`src/rtl/batch_dispatcher_if.sv`:
```
// -----------------------------------------------------------------------------
// batch_dispatcher_if
//
// Bundles every non-clock/reset signal of batch_dispatcher:
//   s_axis_*       transaction input stream from the scheduler (valid/ready)
//   batch_end      one-cycle pulse closing the batch being collected
//   d_*            dispatch port to the execution engine (valid/ready)
//   done_*         per-slot completion strobe from the engine
//   batch_*_mask   OR of the read/write sets of the buffered batch
//   status         batch_retired pulse, sticky error/timeout flags, counters
//
// Modports:
//   slave  - the dispatcher itself
//   master - the environment (scheduler + engine side)
// -----------------------------------------------------------------------------
interface batch_dispatcher_if #(
   parameter int MAX_DEPENDENCIES = 256,
   parameter int SLOT_W           = 3
);
   logic                        s_axis_tvalid;
   logic                        s_axis_tready;
   logic [63:0]                 s_axis_tdata_owner_programID;
   logic [MAX_DEPENDENCIES-1:0] s_axis_tdata_read_dependencies;
   logic [MAX_DEPENDENCIES-1:0] s_axis_tdata_write_dependencies;
   logic                        batch_end;

   logic                        d_valid;
   logic                        d_ready;
   logic [63:0]                 d_programID;
   logic [SLOT_W-1:0]           d_slot;

   logic                        done_valid;
   logic [SLOT_W-1:0]           done_slot;

   logic [MAX_DEPENDENCIES-1:0] batch_read_mask;
   logic [MAX_DEPENDENCIES-1:0] batch_write_mask;
   logic                        batch_retired;
   logic                        completion_error;
   logic                        watchdog_timeout;
   logic [31:0]                 batches_retired;
   logic [31:0]                 txns_dispatched;

   modport slave (
      input  s_axis_tvalid, s_axis_tdata_owner_programID,
             s_axis_tdata_read_dependencies, s_axis_tdata_write_dependencies,
             batch_end, d_ready, done_valid, done_slot,
      output s_axis_tready, d_valid, d_programID, d_slot,
             batch_read_mask, batch_write_mask, batch_retired,
             completion_error, watchdog_timeout, batches_retired, txns_dispatched
   );

   modport master (
      output s_axis_tvalid, s_axis_tdata_owner_programID,
             s_axis_tdata_read_dependencies, s_axis_tdata_write_dependencies,
             batch_end, d_ready, done_valid, done_slot,
      input  s_axis_tready, d_valid, d_programID, d_slot,
             batch_read_mask, batch_write_mask, batch_retired,
             completion_error, watchdog_timeout, batches_retired, txns_dispatched
   );
endinterface

```
`src/rtl/batch_dispatcher.sv`:
```
// -----------------------------------------------------------------------------
// batch_dispatcher
//
// Collects conflict-free transactions from the scheduler stream into one batch
// buffer, dispatches them in slot order to the execution engine, tracks
// per-slot completions and retires the batch once every slot has completed.
// The OR of the batch's read/write dependency sets is held until retirement.
//
// Ports:
//   clk  - rising-edge clock
//   rst  - asynchronous, active-high reset
//   bus  - batch_dispatcher_if.slave (stream in, dispatch out, completions
//          in, masks / status / counters out)
//
// Optional feature: define BATCH_DISPATCHER_WATCHDOG_EN to add a WAIT-state
// watchdog that force-retires a batch after WATCHDOG_CYCLES cycles without a
// legal completion and sets the sticky watchdog_timeout flag. Without the
// macro, watchdog_timeout is tied to 0.
// -----------------------------------------------------------------------------
module batch_dispatcher #(
   parameter int MAX_DEPENDENCIES = 256,
   parameter int MAX_BATCH_SIZE   = 8,
   parameter int SLOT_W           = 3,
   parameter int WATCHDOG_CYCLES  = 1024
) (
   input logic               clk,
   input logic               rst,
   batch_dispatcher_if.slave bus
);

   if (MAX_BATCH_SIZE < 2 || MAX_BATCH_SIZE != (1 << SLOT_W) || WATCHDOG_CYCLES < 2)
   begin : g_param_check
      $error("batch_dispatcher: inconsistent parameters");
   end

   // count/dptr need one extra bit so a full batch (count == MAX_BATCH_SIZE)
   // is representable.
   localparam int CNT_W = SLOT_W + 1;
   localparam logic [CNT_W-1:0] FULL = CNT_W'(MAX_BATCH_SIZE);

   typedef enum logic [1:0] {
      ST_COLLECT,
      ST_DISPATCH,
      ST_WAIT,
      ST_RETIRE
   } state_t;

   state_t                      state;
   logic [CNT_W-1:0]            count;
   logic [CNT_W-1:0]            dptr;
   logic [MAX_BATCH_SIZE-1:0]   done;
   logic [63:0]                 id_buf [MAX_BATCH_SIZE];
   logic [MAX_DEPENDENCIES-1:0] rd_mask;
   logic [MAX_DEPENDENCIES-1:0] wr_mask;
   logic [31:0]                 batches_q;
   logic [31:0]                 txns_q;
   logic                        error_q;

   // ---------------------------------------------------------------- decode
   logic                      in_collect;
   logic                      in_dispatch;
   logic                      beat_accept;
   logic [CNT_W-1:0]          count_inc;
   logic                      close_batch;
   logic                      dispatch_fire;
   logic                      last_dispatch;
   logic [CNT_W-1:0]          slot_ext;
   logic                      done_legal;
   logic [MAX_BATCH_SIZE-1:0] done_set;
   logic [MAX_BATCH_SIZE-1:0] slot_live;
   logic                      all_done_next;

   assign in_collect    = (state == ST_COLLECT);
   assign in_dispatch   = (state == ST_DISPATCH);
   assign beat_accept   = bus.s_axis_tvalid && bus.s_axis_tready;
   assign count_inc     = count + CNT_W'(1);

   // A beat arriving together with batch_end belongs to the closing batch;
   // batch_end on an empty batch with no beat does nothing.
   assign close_batch   = in_collect &&
                          ((bus.batch_end && (count != '0 || beat_accept)) ||
                           (beat_accept && count_inc == FULL));

   assign dispatch_fire = in_dispatch && bus.d_ready;
   assign last_dispatch = dispatch_fire && (dptr == count - CNT_W'(1));

   // Comparing against the pre-handshake dptr makes a same-cycle dispatch and
   // completion of one slot illegal.
   assign slot_ext   = {1'b0, bus.done_slot};
   assign done_legal = bus.done_valid &&
                       (state == ST_DISPATCH || state == ST_WAIT) &&
                       (slot_ext < dptr) && (slot_ext < count) &&
                       !done[bus.done_slot];

   // NOTE: every always_comb target gets a default before any conditional
   // logic so no path can leave it unassigned and infer a latch.
   always_comb begin
      done_set  = '0;
      slot_live = '0;
      for (int i = 0; i < MAX_BATCH_SIZE; i++) begin
         done_set[i]  = done_legal && (bus.done_slot == SLOT_W'(i));
         slot_live[i] = (CNT_W'(i) < count);
      end
   end

   // Includes this cycle's completion so retirement follows it by one cycle.
   assign all_done_next = (((done | done_set) & slot_live) == slot_live);

`ifdef BATCH_DISPATCHER_WATCHDOG_EN
   localparam int WD_W = $clog2(WATCHDOG_CYCLES + 1);
   logic [WD_W-1:0] wd_cnt;
   logic [WD_W-1:0] wd_cnt_inc;
   logic            wd_timeout_q;
   assign wd_cnt_inc = wd_cnt + WD_W'(1);
`endif

   // ------------------------------------------------------------ main FSM
   // NOTE: sequential state uses non-blocking assignments only, so every
   // register samples pre-edge values regardless of statement order.
   always_ff @(posedge clk or posedge rst) begin
      if (rst) begin
         state     <= ST_COLLECT;
         count     <= '0;
         dptr      <= '0;
         done      <= '0;
         rd_mask   <= '0;
         wr_mask   <= '0;
         batches_q <= '0;
         txns_q    <= '0;
         error_q   <= 1'b0;
`ifdef BATCH_DISPATCHER_WATCHDOG_EN
         wd_cnt       <= '0;
         wd_timeout_q <= 1'b0;
`endif
      end else begin
         // Any completion that is not legal (wrong state, undispatched,
         // out of range or duplicate) is dropped and flagged.
         if (bus.done_valid && !done_legal) begin
            error_q <= 1'b1;
         end

         case (state)
            ST_COLLECT: begin
               if (beat_accept) begin
                  count   <= count_inc;
                  rd_mask <= rd_mask | bus.s_axis_tdata_read_dependencies;
                  wr_mask <= wr_mask | bus.s_axis_tdata_write_dependencies;
               end
               if (close_batch) begin
                  state <= ST_DISPATCH;
               end
            end

            ST_DISPATCH: begin
               done <= done | done_set;
               if (dispatch_fire) begin
                  dptr   <= dptr + CNT_W'(1);
                  txns_q <= txns_q + 32'd1;
               end
               if (last_dispatch) begin
                  state <= ST_WAIT;
`ifdef BATCH_DISPATCHER_WATCHDOG_EN
                  // Counts the cycles elapsed, inclusive of the current one,
                  // since WAIT entry or the last legal completion.
                  wd_cnt <= WD_W'(1);
`endif
               end
            end

            ST_WAIT: begin
               done <= done | done_set;
               if (all_done_next) begin
                  state <= ST_RETIRE;
               end
`ifdef BATCH_DISPATCHER_WATCHDOG_EN
               else if (done_legal) begin
                  wd_cnt <= WD_W'(1);
               end else if (wd_cnt_inc >= WD_W'(WATCHDOG_CYCLES)) begin
                  state        <= ST_RETIRE;
                  wd_timeout_q <= 1'b1;
               end else begin
                  wd_cnt <= wd_cnt_inc;
               end
`endif
            end

            ST_RETIRE: begin
               // Masks stay visible through this cycle and clear on exit.
               batches_q <= batches_q + 32'd1;
               count     <= '0;
               dptr      <= '0;
               done      <= '0;
               rd_mask   <= '0;
               wr_mask   <= '0;
               state     <= ST_COLLECT;
            end

            default: state <= ST_COLLECT;
         endcase
      end
   end

   // NOTE: the ID buffer is storage, not control, so it has no reset; every
   // readable slot is written before it can be dispatched, and d_programID is
   // gated to 0 outside DISPATCH.
   always_ff @(posedge clk) begin
      if (beat_accept) begin
         id_buf[count[SLOT_W-1:0]] <= bus.s_axis_tdata_owner_programID;
      end
   end

   // --------------------------------------------------------------- outputs
   // All outputs are decodes of registered state, so they are glitch-free
   // and land one cycle after the event that causes them.
   assign bus.s_axis_tready    = in_collect && (count < FULL);
   assign bus.d_valid          = in_dispatch;
   assign bus.d_slot           = in_dispatch ? dptr[SLOT_W-1:0] : '0;
   assign bus.d_programID      = in_dispatch ? id_buf[dptr[SLOT_W-1:0]] : 64'd0;
   assign bus.batch_read_mask  = rd_mask;
   assign bus.batch_write_mask = wr_mask;
   assign bus.batch_retired    = (state == ST_RETIRE);
   assign bus.completion_error = error_q;
   assign bus.batches_retired  = batches_q;
   assign bus.txns_dispatched  = txns_q;
`ifdef BATCH_DISPATCHER_WATCHDOG_EN
   assign bus.watchdog_timeout = wd_timeout_q;
`else
   assign bus.watchdog_timeout = 1'b0;
`endif

endmodule

```
`src/flat_wrapper.sv`:
```
// flat-port wrapper written by rule: the top's interface ports become plain ports
module batch_dispatcher_flat 
#(
   parameter int MAX_DEPENDENCIES = 256,
   parameter int MAX_BATCH_SIZE   = 8,
   parameter int SLOT_W           = 3,
   parameter int WATCHDOG_CYCLES  = 1024
)
  (clk, rst, bus_s_axis_tvalid, bus_s_axis_tdata_owner_programID, bus_s_axis_tdata_read_dependencies, bus_s_axis_tdata_write_dependencies, bus_batch_end, bus_d_ready, bus_done_valid, bus_done_slot, bus_s_axis_tready, bus_d_valid, bus_d_programID, bus_d_slot, bus_batch_read_mask, bus_batch_write_mask, bus_batch_retired, bus_completion_error, bus_watchdog_timeout, bus_batches_retired, bus_txns_dispatched);
  batch_dispatcher_if #(.MAX_DEPENDENCIES(MAX_DEPENDENCIES), .SLOT_W(SLOT_W)) bus_i ();
  input logic clk;
  input logic rst;
  input wire logic [$bits(bus_i.s_axis_tvalid)-1:0] bus_s_axis_tvalid;
  input wire logic [$bits(bus_i.s_axis_tdata_owner_programID)-1:0] bus_s_axis_tdata_owner_programID;
  input wire logic [$bits(bus_i.s_axis_tdata_read_dependencies)-1:0] bus_s_axis_tdata_read_dependencies;
  input wire logic [$bits(bus_i.s_axis_tdata_write_dependencies)-1:0] bus_s_axis_tdata_write_dependencies;
  input wire logic [$bits(bus_i.batch_end)-1:0] bus_batch_end;
  input wire logic [$bits(bus_i.d_ready)-1:0] bus_d_ready;
  input wire logic [$bits(bus_i.done_valid)-1:0] bus_done_valid;
  input wire logic [$bits(bus_i.done_slot)-1:0] bus_done_slot;
  output wire logic [$bits(bus_i.s_axis_tready)-1:0] bus_s_axis_tready;
  output wire logic [$bits(bus_i.d_valid)-1:0] bus_d_valid;
  output wire logic [$bits(bus_i.d_programID)-1:0] bus_d_programID;
  output wire logic [$bits(bus_i.d_slot)-1:0] bus_d_slot;
  output wire logic [$bits(bus_i.batch_read_mask)-1:0] bus_batch_read_mask;
  output wire logic [$bits(bus_i.batch_write_mask)-1:0] bus_batch_write_mask;
  output wire logic [$bits(bus_i.batch_retired)-1:0] bus_batch_retired;
  output wire logic [$bits(bus_i.completion_error)-1:0] bus_completion_error;
  output wire logic [$bits(bus_i.watchdog_timeout)-1:0] bus_watchdog_timeout;
  output wire logic [$bits(bus_i.batches_retired)-1:0] bus_batches_retired;
  output wire logic [$bits(bus_i.txns_dispatched)-1:0] bus_txns_dispatched;
  assign bus_i.s_axis_tvalid = bus_s_axis_tvalid;
  assign bus_i.s_axis_tdata_owner_programID = bus_s_axis_tdata_owner_programID;
  assign bus_i.s_axis_tdata_read_dependencies = bus_s_axis_tdata_read_dependencies;
  assign bus_i.s_axis_tdata_write_dependencies = bus_s_axis_tdata_write_dependencies;
  assign bus_i.batch_end = bus_batch_end;
  assign bus_i.d_ready = bus_d_ready;
  assign bus_i.done_valid = bus_done_valid;
  assign bus_i.done_slot = bus_done_slot;
  assign bus_s_axis_tready = bus_i.s_axis_tready;
  assign bus_d_valid = bus_i.d_valid;
  assign bus_d_programID = bus_i.d_programID;
  assign bus_d_slot = bus_i.d_slot;
  assign bus_batch_read_mask = bus_i.batch_read_mask;
  assign bus_batch_write_mask = bus_i.batch_write_mask;
  assign bus_batch_retired = bus_i.batch_retired;
  assign bus_completion_error = bus_i.completion_error;
  assign bus_watchdog_timeout = bus_i.watchdog_timeout;
  assign bus_batches_retired = bus_i.batches_retired;
  assign bus_txns_dispatched = bus_i.txns_dispatched;
  batch_dispatcher #(.MAX_DEPENDENCIES(MAX_DEPENDENCIES), .MAX_BATCH_SIZE(MAX_BATCH_SIZE), .SLOT_W(SLOT_W), .WATCHDOG_CYCLES(WATCHDOG_CYCLES)) u_core (.clk(clk), .rst(rst), .bus(bus_i));
endmodule
```
`config.mk`:
```
export PLATFORM = sky130hd
export DESIGN_NAME = batch_dispatcher_flat
export DESIGN_NICKNAME = d
export VERILOG_FILES = /design/src/rtl/batch_dispatcher_if.sv /design/src/rtl/batch_dispatcher.sv /design/src/flat_wrapper.sv
export SDC_FILE = /design/constraint.sdc
export NUM_CORES = 2
export LEC_CHECK = 0
export CAP_MARGIN = 20
export CORE_AREA = 2 2 481 483
export DETAILED_ROUTE_END_ITERATION = 10
export DIE_AREA = 0 0 483 485
export HOLD_SLACK_MARGIN = 0.08
export PLACE_DENSITY = 0.43
export SYNTH_ARGS = -nofsm -noshare
export SYNTH_HDL_FRONTEND = slang
export SYNTH_SLANG_ARGS = --single-unit
```
`constraint.sdc`:
```
create_clock -name clk -period 65 [get_ports clk]
set_input_delay 13 -clock clk [delete_from_list [all_inputs] [get_ports clk]]
set_output_delay 13 -clock clk [all_outputs]
set_load 0.02 [all_outputs]
```
**After elaboration in Yosys (flattened, before gate mapping)**

Memory sizes are Yosys's and may differ from the RTL's.
Index checks and enable logic that the tools add are counted.

- Register bits after elaboration: 595
- Memory bits (writable): 512
- Input bits: 585
- Output and inout port bits: 648
- Word-level logic and storage cells: 104
- Memories: 1

Memory list:

| name | depth | width | read ports | clocked after Yosys merged registers in | write ports | RTL line | text |
|---|---|---|---|---|---|---|---|
| u_core.id_buf | 8 | 64 | 1 | 0 | 1 | batch_dispatcher.sv:52 | `logic [63:0] id_buf [MAX_BATCH_SIZE];` |

- $add $sub $neg: 5
- Magnitude comparators: 12
- Equal/unequal tests: 18
- Mux-type cells: 19
- Bitwise gates (word level): 4
- Reductions and logical operators: 36

Operator list:

| operator | count |
|---|---|
| $pmux 256 s2 | 2 |
| $mux 256 | 2 |
| $or 256x256->256 | 2 |
| $add 32x1->32 const B | 2 |
| $mux 64 | 1 |
| $logic_and 1x1->1 | 20 |
| $lt 3x4->1 const A | 4 |
| $pmux 4 s2 | 2 |
| $pmux 8 s2 | 1 |
| $eq 3x3->1 const B | 4 |
| $add 4x1->4 const B | 2 |
| $and 8x8->8 | 1 |
| $eq 8x8->1 | 1 |
| $lt 1x4->1 const A | 2 |
| $lt 2x4->1 const A | 2 |
| $lt 3x4->1 | 2 |
| $mux 4 | 2 |
| $ne 2x2->1 const B | 4 |
| $or 8x8->8 | 1 |
| $pmux 2 s4 | 1 |
| $eq 3x2->1 const B | 2 |
| $mux 2 | 3 |
| $reduce_and 2->1 | 3 |
| $reduce_bool 2->1 | 3 |
| other kinds (19) | 25 |

**Logic depth before layout (Yosys ltp)**

- Word-level depth: 12
- Mapped depth: 11
- Mapped depth without buffers: 9

**Least setup slack after synthesis**

No wires, ideal clock.

- Path type: input to register
- Start point: input port bus_s_axis_tvalid
- End point: memory u_core.id_buf[0][0], enable pin
- Setup time: 0.565 ns
- Data arrival time: 17.664 ns
- Required time: 64.435 ns
- Slack: 46.772 ns
- Cell stages on the path: 3
- Buffers on the path: 0
- Cell sequence: nor2b_1 nand3_1 nor3_1

- Word-level cells in the longest chain between the ends: 3

Ends and longest elaborated chain:

| element | RTL line | text |
|---|---|---|
| start: declaration | flat_wrapper.sv:13 | `input wire logic [$bits(bus_i.s_axis_tvalid)-1:0] bus_s_axis_tvalid;` |
| $logic_and 1x1->1 | batch_dispatcher.sv:75 | `assign beat_accept = bus.s_axis_tvalid && bus.s_axis_tready;` |
| $mux 1 | batch_dispatcher.sv:207 | `if (beat_accept) begin` |
| $mux 1 (not written as such) | batch_dispatcher.sv:208 | `id_buf[count[SLOT_W-1:0]] <= bus.s_axis_tdata_owner_programID;` |
| end: declaration | batch_dispatcher.sv:52 |  |

No other way between the ends.

**Worst setup path after layout**

- Start point: register u_core.dptr[1]
- End point: output port bus_d_programID[10]

- Word-level cells in the longest chain between the ends: 2

Ends and longest elaborated chain:

| element | RTL line | text |
|---|---|---|
| start: declaration | batch_dispatcher.sv:50 | `logic [CNT_W-1:0] dptr;` |
| start signal: assignment | batch_dispatcher.sv:157 | `dptr <= dptr + CNT_W'(1);` |
| $mem_v2 8x64 | n/a |  |
| $mux 64 | batch_dispatcher.sv:218 | `assign bus.d_programID = in_dispatch ? id_buf[dptr[SLOT_W-1:0]] : 64'd0;` |
| end: declaration | flat_wrapper.sv:23 | `output wire logic [$bits(bus_i.d_programID)-1:0] bus_d_programID;` |

No other way between the ends.

==> run summary <==
via/cell ratio: 4.13
CTS tree: built
minimum clock period: 17.75 ns
Syn Area/Cell: 13.9 um2
Initial Util: 18.2%
Num CTS Buffers: 139
Max Transition Viols Final: 0
post-synthesis instance total: 2985
Synth area leader: edfxtp_1
RSZ-0062 raised after global routing: false
PD cells: 49.2 nW/um2
endpoints failing hold: 0
hold_sp: u_core.bus.batches_retired[31]$_DFFE_PP0P_
Clock power frac: 25.5%
chip height: 485 um
Slew headroom: 26.0%
Final GP Congestion: 0.893
peak supply drop: 30.5 uV
Hold Path End: u_core.bus.batches_retired[31]$_DFFE_PP0P_
most common cell after layout, fill and taps aside: clkdlybuf4s50_1
met3 Use GR: 8.47%
Cell Int Power: 1860 uW
Fmax: 0.0563 GHz
CP Launch Point: u_core.dptr[1]$_DFFE_PP0P_
crit path capture type: output pin
Power, Total: 3060 uW
GR Layer Usage met2: 29.1%
critical path type: reg2out
Post CTS Setup Buffer Count: 0
max-cap violation count: 0
Worst R2R End: u_core.bus.batch_read_mask[143]$_DFFE_PP0P_
global routing met1 resource utilization: 19.8%
Worst EP required: 52.00 ns
Comb pwr share: 40.6%
outcome: finished, final reports clean
H-Tree Level Count: 4
Sw Share: 39.2%
CP most frequent cell: buf_4
EDFF count, synth: 512
initial antenna violation count: 194
Critical Path Start Type: register
final wirelength: 214000 um
warnings from Yosys: 0
worst-path maximum fanout: 53
slowest cell on the critical path: buf_4
CP bufs+invs: 3
Pre-Repair DR Iteration Count: 5
actual slew at the worst max-slew pin: 1.11 ns
leakage: 0.0232 uW
Clock Skew: 0.0449 ns
Vias: 30500
Final nets: 4824
R2R depth: 9
syn_nets: 3586
Critical Path Max Stage Delay: 0.81 ns
switching power: 1200 uW
dpl cells: 7107
share of layout cells above drive strength 1: 9.28%
worst min path class: reg2reg
clk sink count: 1107
core area: 229000 um2
# IOs: 1233
DP Worst Slack: 46.60 ns
initial detailed-routing violation count: 2554
Final Cell Area: 62100 um2
commonest non-fill, non-tap cells in the layout: clkdlybuf4s50_1, dfrtp_1, nor2_1, a21oi_1, edfxtp_1
Skew-Pair Late Insertion Delay: 0.78 ns
Crit path max-delay family: buffers and inverters
Yosys cell types: 59
Routed WL per cell: 28.9 um
Post-synth top flop: dfrtp_1
# rows: 176
clk slew on worst S/H paths: 0.06 ns
main area contributors after synthesis: edfxtp_1, dfrtp_1, mux4_2
vias in the first global route: 30300
Yosys top cell area share: 36.9%
post-cts repair resize count: 0
Final WS setup: 47.25 ns
gr usage total: 17.7%
setup TNS: 0 ns
Post-CTS Hold Fix Bufs: 0
data arrival time of the worst path: 4.75 ns
area of the mapped netlist: 41600 um2
CTS Buffer Depth: 3
flop-to-flop setup slack: 59.11 ns
dpl hpwl: 163000 um
Post-DP Area: 57400 um2
die area: 234000 um2
CTS root buffer: clkbuf_16
busiest layer in global routing: met2
crit-path cells: buf_4, buf_4, mux4_2, nand2_1, a21boi_0, clkdlybuf4s50_1
Area Overhead vs Synth: 49.1%
ys async rst share: 53.7%
Hold Path Stages: 1
global-route wire length before repair: 284000 um
sequential share of power: 34.0%
RR Startpoint: u_core.state[0]$_DFFE_PP0P_
number of remaining DRC errors: 0
FILL cells: 23700
grt ovf: 0
# setup viols final: 0
Seq/Total Area, Yosys: 72.7%
post-route ant nets: 0
Seq cells post-synth: 1107
Post-Layout Cell Count: 7398
Die Wd: 483 um
largest net degree at the start of global routing: 188
port bufs: 1231
Tcrit/Tclk final: 27.3%
==> final cells by class <==
type | count | area [um2] | area share (%)
clock inverters | 53 | 568 | 0.915
repair buffers | 1272 | 12700 | 20.4
diodes | 41 | 103 | 0.165
flip-flops and latches | 1107 | 30300 | 48.8
inverters | 19 | 78.8 | 0.127
multi-input cells | 1684 | 10600 | 17.1
clock buffers | 196 | 3980 | 6.41
well taps | 3026 | 3790 | 6.10
==> cell families after synthesis <==
family                     share of synthesized area [%]
DFF                                                 72.7
and+or+nand+nor                                     8.07
AOI/OAI and AO/OA                                   8.23
buffers and inverters                               2.06
muxes                                               7.04
xor gates and xnor gates                            1.43
adders and majority gates                          0.481
other                                            0.00901
==> registers in the layout (all words and copies together) (netlist names) <==
signal,flops
u_core.bus.txns_dispatched,32
u_core.bus.batch_read_mask,256
u_core.bus.completion_error,1
u_core.dptr,4
u_core.state,2
u_core.done,8
u_core.id_buf,512
u_core.bus.batch_write_mask,256
u_core.count,4
u_core.bus.batches_retired,32
==> how the worst max path moves through the flow <==
stage | slack (ns) | to | cells past startpoint
global route | 46.93 | bus_d_programID[10] | 6
global placement | 46.69 | u_core.bus.batch_read_mask[201]$_DFFE_PP0P_ | 9
CTS | 47.07 | bus_d_programID[10] | 6
detailed placement | 46.60 | u_core.bus.batch_read_mask[204]$_DFFE_PP0P_ | 9
finish | 47.25 | bus_d_programID[10] | 6
floorplan | 35.35 | u_core.bus.batch_read_mask[0]$_DFFE_PP0P_ | 1
==> routing by layer <==
layer | vias up | routed length, um
met5 | - | 473
met4 | 78 | 8600
met1 | 15500 | 79800
met3 | 498 | 22300
met2 | 1294 | 103000
li1 | 13200 | -
==> power groups by stage <==
stage | combinational (uW) | clock [uW] | sequential [uW]
after floorplan | 438 | 0 | 1190
after global placement | 1250 | 0 | 1040
after detailed placement | 1260 | 0 | 1050
after CTS | 1260 | 803 | 1040
after global routing | 1330 | 830 | 1060
final | 1240 | 779 | 1040
==> synthesized netlist by cell type, types with 3 or more instances <==
cell type and instances:
dfrtp_1 595, nor2_1 567, a21oi_1 523, edfxtp_1 512, nand2_1 176, mux4_2 128
buf_2 84, a21boi_0 64, clkbuf_1 47, xnor2_1 47, buf_1 40, nand3_1 25
xor2_1 21, inv_1 18, ha_1 16, nand4_1 16, o21ai_0 13, and3_1 10
nor2b_1 9, nor3_1 9, and2_1 5, and4_1 4, a21o_1 3, a32o_1 3
nand2b_1 3
==> worst reg2reg max path, cell delays in order (launching register included) <==
cell and delay (ns):
dfrtp_1 0.40, ha_1 0.50, inv_1 0.29, a21oi_4 0.34, buf_4 0.78, buf_4 0.78, buf_4 0.73, buf_4 0.71
buf_4 0.97, nor2_1 0.19
==> through the flow <==
stage / utilization (%) / hold WS, ns
finish: 27.1 / 0.484
floorplan: - / 0.502
global route: 27.1 / 0.508
detailed placement: 25.1 / 0.476
CTS: 27.0 / 0.485
global placement: 25.1 / 0.463
No activity file was read; power rests on OpenSTA's default activity.
